===== src/rtl/alu_pkg.sv =====
// Shared encodings for the ALU operand stage: ALU operation codes and operand-source selects.
package alu_pkg;

  localparam logic [2:0] ALU_ADD  = 3'd0;
  localparam logic [2:0] ALU_SUB  = 3'd1;
  localparam logic [2:0] ALU_AND  = 3'd2;
  localparam logic [2:0] ALU_OR   = 3'd3;
  localparam logic [2:0] ALU_SLT  = 3'd4;
  localparam logic [2:0] ALU_SLTU = 3'd5;
  localparam logic [2:0] ALU_XOR  = 3'd6;

  // Encoding 3 of either select aliases the register source.
  localparam logic [1:0] SRC_A_RS1  = 2'd0;
  localparam logic [1:0] SRC_A_PC   = 2'd1;
  localparam logic [1:0] SRC_A_ZERO = 2'd2;

  localparam logic [1:0] SRC_B_RS2  = 2'd0;
  localparam logic [1:0] SRC_B_IMM  = 2'd1;
  localparam logic [1:0] SRC_B_FOUR = 2'd2;

endpackage


===== src/rtl/fwd_mux.sv =====
// RAW-hazard bypass for one source register: EX/MEM beats MEM/WB beats the register file.
module fwd_mux #(
  parameter int XLEN   = 32,
  parameter int REG_AW = 5
) (
  input  logic [REG_AW-1:0] rs_addr,
  input  logic [XLEN-1:0]   rs_data,
  input  logic [REG_AW-1:0] exm_rd,
  input  logic              exm_we,
  input  logic [XLEN-1:0]   exm_data,
  input  logic [REG_AW-1:0] wb_rd,
  input  logic              wb_we,
  input  logic [XLEN-1:0]   wb_data,
  output logic [XLEN-1:0]   fwd_data
);

  logic rs_nonzero;
  logic exm_hit;
  logic wb_hit;

  // x0 is hardwired to zero, so a producer that names it must never be bypassed.
  assign rs_nonzero = (rs_addr != '0);
  assign exm_hit    = exm_we && (exm_rd == rs_addr) && rs_nonzero;
  assign wb_hit     = wb_we && (wb_rd == rs_addr) && rs_nonzero;

  always_comb begin
    fwd_data = rs_data;
    if (exm_hit) begin
      fwd_data = exm_data;
    end else if (wb_hit) begin
      fwd_data = wb_data;
    end
  end

endmodule


===== src/rtl/alu_operand_stage.sv =====
// ID/EX register for the ALU: forwards rs1/rs2, selects A/B operands and holds them under
// a valid/ready handshake with flush.
module alu_operand_stage
  import alu_pkg::*;
#(
  parameter int XLEN   = 32,
  parameter int REG_AW = 5
) (
  input  logic              clk,
  input  logic              rst,
  input  logic              flush,
  input  logic              valid_in,
  output logic              ready_out,
  input  logic [XLEN-1:0]   pc_in,
  input  logic [REG_AW-1:0] rs1_addr,
  input  logic [REG_AW-1:0] rs2_addr,
  input  logic [XLEN-1:0]   rs1_data,
  input  logic [XLEN-1:0]   rs2_data,
  input  logic [XLEN-1:0]   imm_in,
  input  logic [1:0]        src_a_sel,
  input  logic [1:0]        src_b_sel,
  input  logic [2:0]        alu_op_in,
  input  logic [REG_AW-1:0] rd_in,
  input  logic              reg_write_in,
  input  logic [REG_AW-1:0] exm_rd,
  input  logic              exm_we,
  input  logic [XLEN-1:0]   exm_data,
  input  logic [REG_AW-1:0] wb_rd,
  input  logic              wb_we,
  input  logic [XLEN-1:0]   wb_data,
  output logic              valid_out,
  input  logic              ready_in,
  output logic [XLEN-1:0]   a,
  output logic [XLEN-1:0]   b,
  output logic [2:0]        ALUOperation,
  output logic [XLEN-1:0]   store_data,
  output logic [REG_AW-1:0] rd_out,
  output logic              reg_write_out
);

  // Handshake: a transfer happens on an edge where valid and ready are both high on that
  // side; ready_out never depends on valid_in or flush, and flush drops both the held
  // entry and whatever valid_in offers in the same cycle.

  logic [XLEN-1:0] rs1_fwd;
  logic [XLEN-1:0] rs2_fwd;
  logic [XLEN-1:0] a_sel;
  logic [XLEN-1:0] b_sel;
  logic            capture;
  logic            consume;

  logic              valid_q,      valid_d;
  logic [XLEN-1:0]   a_q,          a_d;
  logic [XLEN-1:0]   b_q,          b_d;
  logic [2:0]        alu_op_q,     alu_op_d;
  logic [XLEN-1:0]   store_data_q, store_data_d;
  logic [REG_AW-1:0] rd_q,         rd_d;
  logic              reg_write_q,  reg_write_d;

  fwd_mux #(.XLEN(XLEN), .REG_AW(REG_AW)) u_fwd_rs1 (
    .rs_addr  (rs1_addr),
    .rs_data  (rs1_data),
    .exm_rd   (exm_rd),
    .exm_we   (exm_we),
    .exm_data (exm_data),
    .wb_rd    (wb_rd),
    .wb_we    (wb_we),
    .wb_data  (wb_data),
    .fwd_data (rs1_fwd)
  );

  fwd_mux #(.XLEN(XLEN), .REG_AW(REG_AW)) u_fwd_rs2 (
    .rs_addr  (rs2_addr),
    .rs_data  (rs2_data),
    .exm_rd   (exm_rd),
    .exm_we   (exm_we),
    .exm_data (exm_data),
    .wb_rd    (wb_rd),
    .wb_we    (wb_we),
    .wb_data  (wb_data),
    .fwd_data (rs2_fwd)
  );

  assign ready_out = ~valid_q | ready_in;
  assign capture   = valid_in & ready_out & ~flush;
  assign consume   = valid_q & ready_in;

  always_comb begin
    a_sel = rs1_fwd;
    b_sel = rs2_fwd;
    case (src_a_sel)
      SRC_A_PC:   a_sel = pc_in;
      SRC_A_ZERO: a_sel = '0;
      default:    a_sel = rs1_fwd;
    endcase
    case (src_b_sel)
      SRC_B_IMM:  b_sel = imm_in;
      SRC_B_FOUR: b_sel = XLEN'(32'd4);
      default:    b_sel = rs2_fwd;
    endcase
  end

  always_comb begin
    valid_d      = valid_q;
    a_d          = a_q;
    b_d          = b_q;
    alu_op_d     = alu_op_q;
    store_data_d = store_data_q;
    rd_d         = rd_q;
    reg_write_d  = reg_write_q;
    if (flush) begin
      valid_d     = 1'b0;
      reg_write_d = 1'b0;
    end else if (capture) begin
      valid_d      = 1'b1;
      a_d          = a_sel;
      b_d          = b_sel;
      alu_op_d     = alu_op_in;
      store_data_d = rs2_fwd;
      rd_d         = rd_in;
      reg_write_d  = reg_write_in & (rd_in != '0);
    end else if (consume) begin
      valid_d = 1'b0;
    end
  end

  always_ff @(posedge clk) begin
    if (rst) begin
      valid_q      <= 1'b0;
      a_q          <= '0;
      b_q          <= '0;
      alu_op_q     <= ALU_ADD;
      store_data_q <= '0;
      rd_q         <= '0;
      reg_write_q  <= 1'b0;
    end else begin
      valid_q      <= valid_d;
      a_q          <= a_d;
      b_q          <= b_d;
      alu_op_q     <= alu_op_d;
      store_data_q <= store_data_d;
      rd_q         <= rd_d;
      reg_write_q  <= reg_write_d;
    end
  end

  assign valid_out     = valid_q;
  assign a             = a_q;
  assign b             = b_q;
  assign ALUOperation  = alu_op_q;
  assign store_data    = store_data_q;
  assign rd_out        = rd_q;
  assign reg_write_out = reg_write_q;

endmodule


===== config.mk =====
export PLATFORM = sky130hd
export DESIGN_NAME = alu_operand_stage
export DESIGN_NICKNAME = d
export VERILOG_FILES = /design/src/rtl/alu_pkg.sv /design/src/rtl/fwd_mux.sv /design/src/rtl/alu_operand_stage.sv
export SDC_FILE = /design/constraint.sdc
export NUM_CORES = 1
export LEC_CHECK = 0
export ABC_CLOCK_PERIOD_IN_PS = 1900
export CAP_MARGIN = 10
export CORE_MARGIN = 8
export CORE_UTILIZATION = 38
export CTS_CLUSTER_SIZE = 40
export DETAILED_ROUTE_END_ITERATION = 10
export GPL_ROUTABILITY_DRIVEN = 0
export PLACE_DENSITY = 0.81
export RECOVER_POWER = 100
export SYNTH_ARGS = -nofsm -noshare
export SYNTH_HDL_FRONTEND = slang
export SYNTH_SLANG_ARGS = --single-unit

===== constraint.sdc =====
create_clock -name clk -period 1.9 [get_ports clk]
set_input_delay 0.57 -clock clk [delete_from_list [all_inputs] [get_ports clk]]
set_output_delay 0.57 -clock clk [all_outputs]
set_load 0.05 [all_outputs]

# ---- Yosys cells after proc, flatten, opt, wreduce, memory -nomap -nowiden
# Index checks and enable logic that the tools add are counted.
dict set report word_totals {
  register_bits 106
  input_bits 232
  output_inout_bits 107
  word_cells 44
}
dict set report classes {
  eq_ne 8
  mux 8
  n_bitwise 7
  reduce_logical 14
}
# op n
set ops {}
lappend ops {{$mux 32} 4}
lappend ops {{$pmux 32 s2} 2}
lappend ops {{$eq 5x5->1} 4}
lappend ops {{$reduce_bool 5->1} 3}
lappend ops {{$logic_and 1x1->1} 8}
lappend ops {{$and 1x1->1} 4}
lappend ops {{$eq 2x1->1 const B} 2}
lappend ops {{$eq 2x2->1 const B} 2}
lappend ops {{$mux 1} 2}
lappend ops {{$not 1->1} 2}
lappend ops {{$reduce_and 2->1} 1}
lappend ops {{$reduce_bool 2->1} 1}
lappend ops {{$reduce_or 2->1} 1}
lappend ops {{$or 1x1->1} 1}

# ---- Depth between registers and ports, before layout
# Gate-level depths: netlist of the first run.
dict set report logic_depth {
  word_depth 6
  depth_mapped 8
  ltp_nobuf 6
}

# ---- Cells and area by module
# A second synthesis of the first run with hierarchy kept.
dict set report unflattened {
  cells_unflattened 918
  hier_area_um2 6859.1
}
# mod instances cells_each area_each_um2 seq_area_each_um2
set by_module_without_submodules {}
lappend by_module_without_submodules {alu_operand_stage 1 522 4551.9 2122.0}
lappend by_module_without_submodules {fwd_mux 2 198 1153.6 0.0}

# ---- Least setup slack after synthesis of the first run
# No wires, ideal clock.
dict set report synth_timing {
  path_kind {reg-to-reg}
  from {register valid_q (netlist: valid_out)}
  to {register store_data_q[27] (netlist: store_data[27])}
  setup_ps 87
  arrival_time_ps 2129
  required_time_ps 1813
  path_slack_ps -316
  stages_incl_launch_ff 9
  n_path_buf 3
  synth_period_minus_slack_ps 2216
  path_cell_list {dfxtp_1 nor2b_1 inv_1 nand3b_1 buf_2 buf_2 clkbuf_1 nand3b_1 o31ai_1}
}
dict set report synth_via {
  elab_chain_cells 5
}
# element line_no
set synth_lines {}
lappend synth_lines {{start, declared} alu_operand_stage.sv:52} ;# logic valid_q, valid_d;
lappend synth_lines {{start signal, assigned} alu_operand_stage.sv:137} ;# valid_q <= valid_d;
lappend synth_lines {{$not 1->1} alu_operand_stage.sv:84} ;# assign ready_out = ~valid_q | ready_in;
lappend synth_lines {{$or 1x1->1} alu_operand_stage.sv:84}
lappend synth_lines {{via ready_out} alu_operand_stage.sv:13} ;# output logic ready_out,
lappend synth_lines {{$and 1x1->1 (2 in series)} alu_operand_stage.sv:85} ;# assign capture = valid_in & ready_out & ~flush;
lappend synth_lines {{$reduce_and 2->1 (no source line)} -}
lappend synth_lines {{end signal, assigned} alu_operand_stage.sv:141} ;# store_data_q <= store_data_d;
lappend synth_lines {{end, declared} alu_operand_stage.sv:56} ;# logic [XLEN-1:0] store_data_q, store_data_d;
# The timed path passes the listed nets, and every way through them passes these cells.
# A chain may end at the register's enable or synchronous reset.

# ---- Worst setup path in the final report of the first run
dict set report layout_timing {
  from {input port rs2_addr[0]}
  to {register store_data_q[22] (netlist: store_data[22])}
}
dict set report layout_via {
  elab_chain_cells 5
  word_cells_on_any_way 9
  classes_between {2 x eq/ne; 2 x mux; 5 x reduce/logical}
}
# element line_no
set layout_lines {}
lappend layout_lines {{start, declared} alu_operand_stage.sv:16} ;# input logic [REG_AW-1:0] rs2_addr,
lappend layout_lines {{$eq 5x5->1} fwd_mux.sv:24} ;# assign wb_hit = wb_we && (wb_rd == rs_addr) && rs_nonzero;
lappend layout_lines {{$logic_and 1x1->1 (2 in series)} fwd_mux.sv:24}
lappend layout_lines {{$mux 32} fwd_mux.sv:30} ;# end else if (wb_hit) begin
lappend layout_lines {{$mux 32 (*)} fwd_mux.sv:28} ;# if (exm_hit) begin
# Every way passes the cells marked *; elsewhere a longest branch is shown, timed or not.

==> impl_metrics.env, run 1 <==
export IMPL_status="completed"
export IMPL_synthTopCellsByArea="dfxtp_1 30%, nand3b_1 6.6%, a31oi_1 5.6%, a211oi_2 5.4%, inv_1 5.4%"
export IMPL_cts_root_buf="clkbuf_16"
export IMPL_start_util=0.384
export IMPL_grt_pass1_wl_um=53500
export IMPL_cp_arrival_ns=2.16
export IMPL_die_area_mm2=0.0234
export IMPL_rr_endpoint="a[13]"
export IMPL_r2r_cells=7
export IMPL_track_usage=0.288
export IMPL_grt_overflow=0
export IMPL_endpoint_kind="register"
export IMPL_tightest_slew_ns=0.625
export IMPL_setup_viol=0
export IMPL_grt_util_met1=0.340
export IMPL_min_delay_start="rd_out[0]"
export IMPL_finClkSkew_ns=0.0152
export IMPL_io_buffers=338
export IMPL_drc_errors=0
export IMPL_yosys_cell_count_top_type="dfxtp_1"
export IMPL_ir_drop_mv=0.362
export IMPL_synth_edff_count=0
export IMPL_clockBufferDepth=2
export IMPL_synth_cell_types=35
export IMPL_ant_nets=0
export IMPL_finalCritPeriodShare=0.997
export IMPL_endpoint="store_data[22]"
export IMPL_syn_area_mm2=0.00714
export IMPL_cts_tree="yes"
export IMPL_avgSynthCellArea_um2=7.66
export IMPL_ys_ff_latch=106
export IMPL_syn_inst=932
export IMPL_powerDensity_mw_per_mm2=597
export IMPL_nFillCells=1551
export IMPL_numCtsBuffers=9
export IMPL_synth_top_area_frac=0.297
export IMPL_dr_first_iter_drc_count=787
export IMPL_syn2layout_area_growth_pct=69.4
export IMPL_drive_above_1_share=0.263
export IMPL_rsz0062_at_grt="yes"
export IMPL_fin_crit_ns=1.89
export IMPL_yosysTopAreaCell="dfxtp_1"
export IMPL_slew_headroom=0.585
export IMPL_met3_usage=0.0651
export IMPL_die_h_um=153
export IMPL_synth_yosys_seq_area_share=0.297
export IMPL_ys_warn_count=0
export IMPL_worstPathRequired_ns=2.16
export IMPL_start_kind="primary input"
export IMPL_use_met2=0.482
export IMPL_critical_path_class="primary input to register"
export IMPL_cp_max_fo=4
export IMPL_dp_hpwl_um=24500
export IMPL_fmax_mhz=528
export IMPL_fp_coreArea_mm2=0.0186
export IMPL_worst_slack_ns=0.00576
export IMPL_dieWidth_um=153
export IMPL_drv_cap=0
export IMPL_final_nets=1519
export IMPL_clock_latency_ns=0.36
export IMPL_synth_top_flop_cell="dfxtp_1"
export IMPL_hold_path_class="register to register"
export IMPL_regToRegSetupSlack_ns=0.28
export IMPL_via_per_inst=6.04
export IMPL_crit_reg2reg_launch="valid_out"
export IMPL_grt_max_degree=43
export IMPL_hold_buffers=0
export IMPL_routed_via_count=9205
export IMPL_final_hold_viol_count=0
export IMPL_fp_row_count=50
export IMPL_drt_total_wl_um=36400
export IMPL_h_tree_depth=3
export IMPL_p_leak_nw=4.79
export IMPL_syn_nets=1167
export IMPL_synthTopCellsByCount="106 x dfxtp_1, 102 x inv_1, 78 x clkbuf_1"
export IMPL_post_place_ws_ns=-0.822
export IMPL_ys_async_sr_fraction=0
export IMPL_final_setup_tns_ns=0
export IMPL_clk_pin_slew_worst_paths_ns=0.08
export IMPL_slew_violations=0
export IMPL_drt_pass1_iter_count=5
export IMPL_cts_sinks=106
export IMPL_pin_count=339
export IMPL_antenna_found_initial=2
export IMPL_grt_pass1_vias=9202
export IMPL_gr_max_usage_layer="met2"
export IMPL_wire_per_inst_um=23.9
export IMPL_crit_path_start="rs2_addr[0]"
## cell families after synthesis
kind of cell,synth area share
compound gates,0.352
simple gates,0.205
flops,0.297
fa+ha+maj,0.00526
xor+xnor,0.0245
buf+inv,0.116
## where the power goes
part | total [mW] | internal [mW] | switching (mW)
clock | 1.98 | 1.04 | 0.945
sequential | 2.48 | 2.39 | 0.0927
combinational | 2.75 | 1.11 | 1.63
## metal layers
| metal | wire length [µm] | up-vias |
|---|---|---|
| li1 | - | 4107 |
| met1 | 13900 | 4318 |
| met2 | 17200 | 654 |
| met3 | 3460 | 126 |
| met4 | 1770 | 0 |
| met5 | 0 | - |
## state kept, by name, indices dropped and copies added (netlist names)
name,cells
ALUOperation,3
a,32
b,32
rd_out,5
reg_write_out,1
store_data,32
valid_out,1
## metrics by stage
step / cells / hold slack, ns / area [µm²] / utilization / total power [mW]
CTS: 1512 / 0.461 / 12000 / 0.644 / 7.20
floorplan: 932 / 0.642 / 7140 / - / 3.86
finish: 1524 / 0.459 / 12100 / 0.650 / 7.21
global route: 1524 / 0.483 / 12100 / 0.650 / 7.46
global placement: 1473 / 0.444 / 11000 / 0.592 / 5.07
detailed placement: 1473 / 0.448 / 11000 / 0.592 / 5.10
## how the worst min path moves through the flow
stage                                  to  slack [ns]  cells after the start
after floorplan                 valid_out        0.64                      1
after global placement    ALUOperation[0]        0.44                      2
after detailed placement        rd_out[2]        0.45                      2
after CTS                 ALUOperation[1]        0.46                      2
after global routing      ALUOperation[1]        0.48                      2
final                           rd_out[0]        0.46                      2
## placed cells by master, fill, tap and decap left out, types with 5 or more instances in the layout
cell type,netlist,layout
o311ai_2,0,12
a21oi_1,76,72
inv_1,102,100
o311ai_1,31,18
buf_4,4,45
a211oi_4,0,6
o211ai_1,31,31
a31oi_1,64,61
nand3b_1,63,63
nand2_1,20,17
buf_12,0,35
buf_6,6,11
o31ai_1,32,27
o21ai_0,37,36
a211oi_2,31,33
dfxtp_1,106,105
a211oi_1,34,26
nor2_1,67,65
buf_2,7,8
and4_1,33,32
and2_1,32,30
xor2_2,0,11
buf_16,0,5
o31ai_2,0,5
clkbuf_16,0,15
clkdlybuf4s50_1,0,205
clkbuf_2,0,102
o21ai_1,26,27
clkbuf_1,78,12
## layout make-up
cell class / count / area [µm²] / share of cell area
Clock buffer: 9 / 225 / 0.0186
Antenna cell: 2 / 5.00 / 0.000414
Sequential cell: 106 / 2120 / 0.176
Inverter: 102 / 383 / 0.0317
Timing Repair Buffer: 441 / 4270 / 0.353
Tap cell: 234 / 293 / 0.0242
Multi-Input combinational cell: 624 / 4710 / 0.390
Clock inverter: 6 / 76.3 / 0.00632
## worst max-delay path, stage by stage
cell	delay, ns
buf_2	0.16
xor2_2	0.20
nor4_4	0.25
buf_4	0.18
and2_4	0.19
bufbuf_16	0.28
a211oi_2	0.06
o31ai_1	0.27
## repair_timing
action	in CTS	in global routing
setup buffers	17	3
gates resized for setup	111	73
pin swaps	34	34
gates cloned	8	8
endpoints found under the setup margin	97	93
Note: power is estimated with default switching activity, not from simulation.
==> run 2, diff against run 1 <==
--- a/config.mk
+++ b/config.mk
@@ -5,10 +5,11 @@
 export SDC_FILE = /design/constraint.sdc
 export NUM_CORES = 1
 export LEC_CHECK = 0
+export ABC_AREA = 1
 export ABC_CLOCK_PERIOD_IN_PS = 1900
 export CAP_MARGIN = 10
 export CORE_MARGIN = 8
-export CORE_UTILIZATION = 38
+export CORE_UTILIZATION = 37
 export CTS_CLUSTER_SIZE = 40
 export DETAILED_ROUTE_END_ITERATION = 10
 export GPL_ROUTABILITY_DRIVEN = 0
==> impl_metrics.env, run 2 <==
export IMPL_status="completed"
export IMPL_cpPeakStageDelay_ns=0.25
export IMPL_p_total_mw=6.99
export IMPL_drv_cap=0
export IMPL_antenna_found_initial=2
export IMPL_grt_util_met1=0.331
export IMPL_switching_share=0.360
export IMPL_routed_via_count=9099
export IMPL_finClkSkew_ns=0.0119
export IMPL_drt_total_wl_um=33900
export IMPL_grt_max_degree=45
export IMPL_clockBufferDepth=2
export IMPL_fmax_mhz=549
export IMPL_post_place_ws_ns=-0.521
export IMPL_syn2layout_area_growth_pct=60.7
export IMPL_finish_utilization=0.604
export IMPL_hold_path_depth=2
export IMPL_ant_nets=0
export IMPL_dp_cells=1627
export IMPL_pwr_share_clk=0.301
export IMPL_synth_top_flop_cell="dfxtp_1"
export IMPL_combPwrFrac=0.347
export IMPL_ys_warn_count=0
export IMPL_synth_top_area_frac=0.315
export IMPL_r2r_cells=8
export IMPL_setup_viol=0
export IMPL_cp_slowest_cell="dlygate4sd2_1"
export IMPL_synth_yosys_seq_area_share=0.315
export IMPL_regToRegSetupSlack_ns=0.30
export IMPL_start_kind="primary input"
export IMPL_crit_family="buffers and inverters"
export IMPL_cts_root_buf="clkbuf_16"
export IMPL_wire_per_inst_um=20.4
export IMPL_syn_inst=1080
export IMPL_final_common_cell="nand2_1"
export IMPL_cts_sinks=106
export IMPL_p_leak_nw=5.06
export IMPL_dp_hpwl_um=23900
export IMPL_worst_slack_ns=0.0770
export IMPL_finalNonFillerCells=1662
export IMPL_path_buf_inv=4
export IMPL_ir_drop_mv=0.406
export IMPL_gr_max_usage_layer="met2"
export IMPL_rr_endpoint="a[15]"
export IMPL_fin_crit_ns=1.82
export IMPL_fp_row_count=49
export IMPL_via_per_inst=5.47
export IMPL_dr_first_iter_drc_count=906
export IMPL_syn_nets=1315
export IMPL_pin_count=339
export IMPL_drive_above_1_share=0.186
export IMPL_critical_path_class="primary input to register"
export IMPL_grt_overflow=0
export IMPL_cp_arrival_ns=2.11
export IMPL_die_h_um=151
export IMPL_grt_pass1_wl_um=49100
export IMPL_met3_usage=0.0648
export IMPL_clk_pin_slew_worst_paths_ns=0.08
export IMPL_synthTopCellsByCount="307 x nand2_1, 167 x nand3_1, 147 x a21oi_1"
export IMPL_intPower_mw=4.47
export IMPL_avgSynthCellArea_um2=6.24
export IMPL_dieWidth_um=151
export IMPL_path_common_cell="nand3_1"
export IMPL_use_met2=0.448
export IMPL_tightest_slew_ns=0.614
export IMPL_clock_latency_ns=0.35
export IMPL_slew_violations=0
export IMPL_switchingPower_mw=2.51
export IMPL_finalCritPeriodShare=0.959
export IMPL_slew_headroom=0.592
export IMPL_worst_path_stages=11
export IMPL_nFillCells=1713
export IMPL_start_util=0.376
export IMPL_synth_edff_count=0
export IMPL_yosysTopAreaCell="dfxtp_1"
export IMPL_endpoint_kind="register"
export IMPL_cts_tree="yes"
export IMPL_path_cells="dlygate4sd2_1 > buf_4 > a21oi_2 > nand3_2 > nor2_4 > clkbuf_1 > buf_6 > nand3_1 > nand3_1 > nand2_1 > a21oi_1"
export IMPL_crit_reg2reg_launch="valid_out"
export IMPL_die_area_mm2=0.0228
export IMPL_track_usage=0.279
export IMPL_final_hold_viol_count=0
export IMPL_cp_max_fo=15
export IMPL_numCtsBuffers=9
export IMPL_yosys_cell_count_top_type="nand2_1"
export IMPL_hold_buffers=0
export IMPL_final_nets=1661
export IMPL_crit_path_start="rs1_addr[1]"
export IMPL_ys_ff_latch=106
export IMPL_synthTopCellsByArea="dfxtp_1 32%, nand2_1 17%, nand3_1 12%, a21oi_1 11%, o21ai_0 5.3%"
export IMPL_fp_coreArea_mm2=0.0179
export IMPL_powerDensity_mw_per_mm2=646
export IMPL_worstPathRequired_ns=2.19
export IMPL_seqPwrFrac=0.351
export IMPL_io_buffers=338
export IMPL_grt_pass1_vias=8982
export IMPL_synth_cell_types=24
export IMPL_drt_pass1_iter_count=5
export IMPL_h_tree_depth=3
export IMPL_endpoint="a[31]"
export IMPL_syn_area_mm2=0.00673
export IMPL_hold_path_class="register to register"
export IMPL_final_cell_mix="302 x nand2_1, 205 x clkdlybuf4s50_1, 176 x nand3_1"
export IMPL_ys_async_sr_fraction=0
export IMPL_drc_errors=0
-- run 2: cell count changes after synthesis, moves of 33 or more --
cell / before / now
nor2_1: 67 / 30
a211oi_1: 34 / 0
nand3b_1: 63 / 0
nand2_1: 20 / 307
nand3_1: 2 / 167
o21ai_0: 37 / 71
a21oi_1: 76 / 147
and4_1: 33 / 0
clkbuf_1: 78 / 31
a31oi_1: 64 / 0
-- run 2: worst reg2reg max path, cell delays in order, from the launching register on --
cell and delay, ns:
dfxtp_1 0.32, inv_1 0.09, nor2_4 0.06, nor3_4 0.30
inv_4 0.12, buf_12 0.20, buf_4 0.17, a21oi_1 0.13
a21oi_1 0.08
-- run 2: through the flow --
stage               hold WS, ns  cell area (µm²)  TNS [ns]
floorplan                 0.681             6730         0
finish                    0.467            10800         0
global placement          0.453            10500    -37.89
CTS                       0.469            11100   -0.0434
detailed placement        0.456            10500    -41.52
global route              0.493            10800   -0.0652
-- run 2: how the worst min path moves through the flow --
stage / start / to / slack (ns)
global placement: store_data[22] / store_data[22] / 0.45
detailed placement: store_data[7] / store_data[7] / 0.46
CTS: store_data[7] / store_data[7] / 0.47
finish: store_data[7] / store_data[7] / 0.47
floorplan: reg_write_out / reg_write_out / 0.68
global route: store_data[1] / store_data[1] / 0.49
-- run 2: area by class of cell --
class	count	area, µm²	share of cell area
clock buffer	10	229	0.0212
timing repair buffer	416	3780	0.350
tap	229	287	0.0265
antenna	2	5.00	0.000463
sequential	106	2120	0.196
inverter	103	392	0.0362
multi-input combinational	790	3910	0.361
clock inverter	6	90.1	0.00833
-- run 2: power groups by stage --
stage                     registers [mW]  clock network (mW)  logic, mW
after floorplan                     3.01                   0      0.759
after global placement              2.50                   0       2.39
after detailed placement            2.50                   0       2.41
after CTS                           2.45                2.13       2.49
after global routing                2.47                2.22       2.58
final                               2.45                2.11       2.43
-- run 2: routing by layer --
layer / part of all wire / wire (µm)
met1: 0.38 / 12800
met5: 0 / 0
met2: 0.45 / 15400
met3: 0.11 / 3770
met4: 0.058 / 1950
-- run 2: cells by family (layout without fill, tap and decap cells) --
| group | after synthesis | after routing | share of synthesized area |
|---|---|---|---|
| AO/OA/AOI/OAI | 237 | 237 | 0.186 |
| adder cells (fa/ha/maj) | 3 | 3 | 0.00557 |
| buffers and inverters | 184 | 535 | 0.119 |
| flip-flops | 106 | 106 | 0.315 |
| other | 0 | 2 | 0 |
| AND/OR/NAND/NOR | 550 | 550 | 0.374 |
-- run 2: repair_timing --
action,CTS,global route
pin swaps,19,23
setup buffers,6,3
gates cloned,5,4
resized for setup,56,40
setup endpoints to repair,80,96
==> run 3, diff against run 2 <==
--- a/config.mk
+++ b/config.mk
@@ -13,7 +13,7 @@
 export CTS_CLUSTER_SIZE = 40
 export DETAILED_ROUTE_END_ITERATION = 10
 export GPL_ROUTABILITY_DRIVEN = 0
-export PLACE_DENSITY = 0.81
+export PLACE_DENSITY = 0.88
 export RECOVER_POWER = 100
 export SYNTH_ARGS = -nofsm -noshare
 export SYNTH_HDL_FRONTEND = slang
==> impl_metrics.env, run 3 (same netlist as run 2, synthesis figures left out) <==
export IMPL_fmax_mhz=527
export IMPL_min_delay_start="reg_write_out"
export IMPL_syn2layout_area_growth_pct=68.9
export IMPL_drv_cap=0
export IMPL_grt_pass1_vias=8758
export IMPL_cp_max_fo=17
export IMPL_fp_coreArea_mm2=0.0179
export IMPL_hold_buffers=0
export IMPL_io_buffers=338
export IMPL_worstHoldEndpoint="reg_write_out"
export IMPL_pin_count=339
export IMPL_final_hold_viol_count=0
export IMPL_endpoint_kind="register"
export IMPL_finish_utilization=0.635
export IMPL_critical_path_class="primary input to register"
export IMPL_h_tree_depth=3
export IMPL_finClkSkew_ns=0.00549
export IMPL_tightest_slew_ns=0.620
export IMPL_slew_headroom=0.589
export IMPL_drc_errors=0
export IMPL_multi_input_area_mm2=0.00399
export IMPL_setup_viol=0
export IMPL_start_util=0.376
export IMPL_dr_first_iter_drc_count=989
export IMPL_routed_via_count=9294
export IMPL_diodes=0
export IMPL_r2r_cells=9
export IMPL_rsz0062_at_grt="yes"
export IMPL_final_nets=1690
export IMPL_rr_endpoint="b[10]"
export IMPL_clk_pin_slew_worst_paths_ns=0.07
export IMPL_hold_path_class="register to register"
export IMPL_ir_drop_mv=0.569
export IMPL_clock_latency_ns=0.36
export IMPL_worstPathRequired_ns=2.19
export IMPL_seq_area_mm2=0.00212
export IMPL_regToRegSetupSlack_ns=0.15
export IMPL_drt_total_wl_um=35100
export IMPL_dp_hpwl_um=24500
export IMPL_antenna_found_initial=0
export IMPL_status="completed"
export IMPL_numCtsBuffers=9
export IMPL_powerDensity_mw_per_mm2=627
export IMPL_p_leak_nw=5.34
export IMPL_drive_above_1_share=0.219
export IMPL_fp_row_count=49
export IMPL_start_kind="primary input"
export IMPL_fin_crit_ns=1.90
export IMPL_via_per_inst=5.51
export IMPL_cts_tree="yes"
export IMPL_die_area_mm2=0.0228
export IMPL_grt_max_degree=34
export IMPL_finalCritPeriodShare=0.999
export IMPL_crit_reg2reg_launch="valid_out"
export IMPL_clockBufferDepth=2
export IMPL_cts_root_buf="clkbuf_16"
export IMPL_final_common_cell="nand2_1"
export IMPL_cp_arrival_ns=2.18
export IMPL_hold_path_depth=2
export IMPL_final_cell_mix="298 x nand2_1, 204 x clkdlybuf4s50_1, 168 x nand3_1"
export IMPL_wire_per_inst_um=20.8
export IMPL_ant_nets=0
export IMPL_die_h_um=151
export IMPL_cts_sinks=106
export IMPL_track_usage=0.266
export IMPL_grt_pass1_wl_um=47200
export IMPL_dieWidth_um=151
export IMPL_grt_overflow=0
export IMPL_fin_hold_ws_ns=0.465
export IMPL_drt_pass1_iter_count=9
export IMPL_slew_violations=0
export IMPL_nFillCells=1585
==> run 3: cell type report <==
class | count | area share
tap | 229 | 0.0252
inverter | 103 | 0.0347
sequential | 106 | 0.187
clock inverter | 4 | 0.00671
multi-input combinational | 790 | 0.351
timing repair buffer | 445 | 0.375
clock buffer | 11 | 0.0213
==> run 3: critical path, cell delays in order <==
cell and delay [ns]:
clkdlybuf4s50_1 0.51, inv_1 0.07, ha_1 0.33, nor2_2 0.25, buf_12 0.21, a21oi_1 0.11
a21oi_2 0.15
==> run 3: through the flow <==
stage                     area (µm²)  total power [mW]  instances  setup WS [ns]  setup TNS [ns]
after floorplan                 6730              3.77       1080          0.117               0
after global placement         10500              4.89       1632         -0.475          -35.57
after detailed placement       10500              4.92       1632         -0.485          -40.28
after CTS                      11100              7.04       1660        -0.0204         -0.0278
after global routing           11400              7.38       1688        -0.0409         -0.0845
final                          11400              7.13       1688        0.00265               0
==> run 3: power by group <==
group / switching, mW / internal, mW / total (mW) / leakage [nW]
sequential: 0.0834 / 2.37 / 2.45 / 0.872
combinational: 1.54 / 1.03 / 2.57 / 4.32
clock: 0.911 / 1.19 / 2.10 / 0.152
total: 2.53 / 4.59 / 7.13 / 5.34
==> run 3: repair_timing <==
item                                   4_1_cts  5_1_grt
endpoints found under the hold margin        0        0
gates cloned                                 4       14
gates resized for setup                     49       62
setup endpoints to repair                   86       96
pin swaps                                    9       26
setup buffers                                9       15
==> run 3: metal layers <==
layer,wire length [µm],part of all wire,track usage
met1,13500,0.38,0.319
met2,16200,0.46,0.439
met3,3740,0.11,0.0565
met4,1680,0.048,0.140
met5,0,0,0
==> run 3: how the worst max path moves through the flow <==
stage	start	endpoint	cells after the start
detailed placement	valid_in	a[24]	8
finish	src_a_sel[1]	a[3]	7
global route	exm_we	store_data[27]	12
global placement	valid_in	a[24]	8
CTS	wb_rd[0]	b[8]	11
floorplan	src_a_sel[1]	a[10]	7
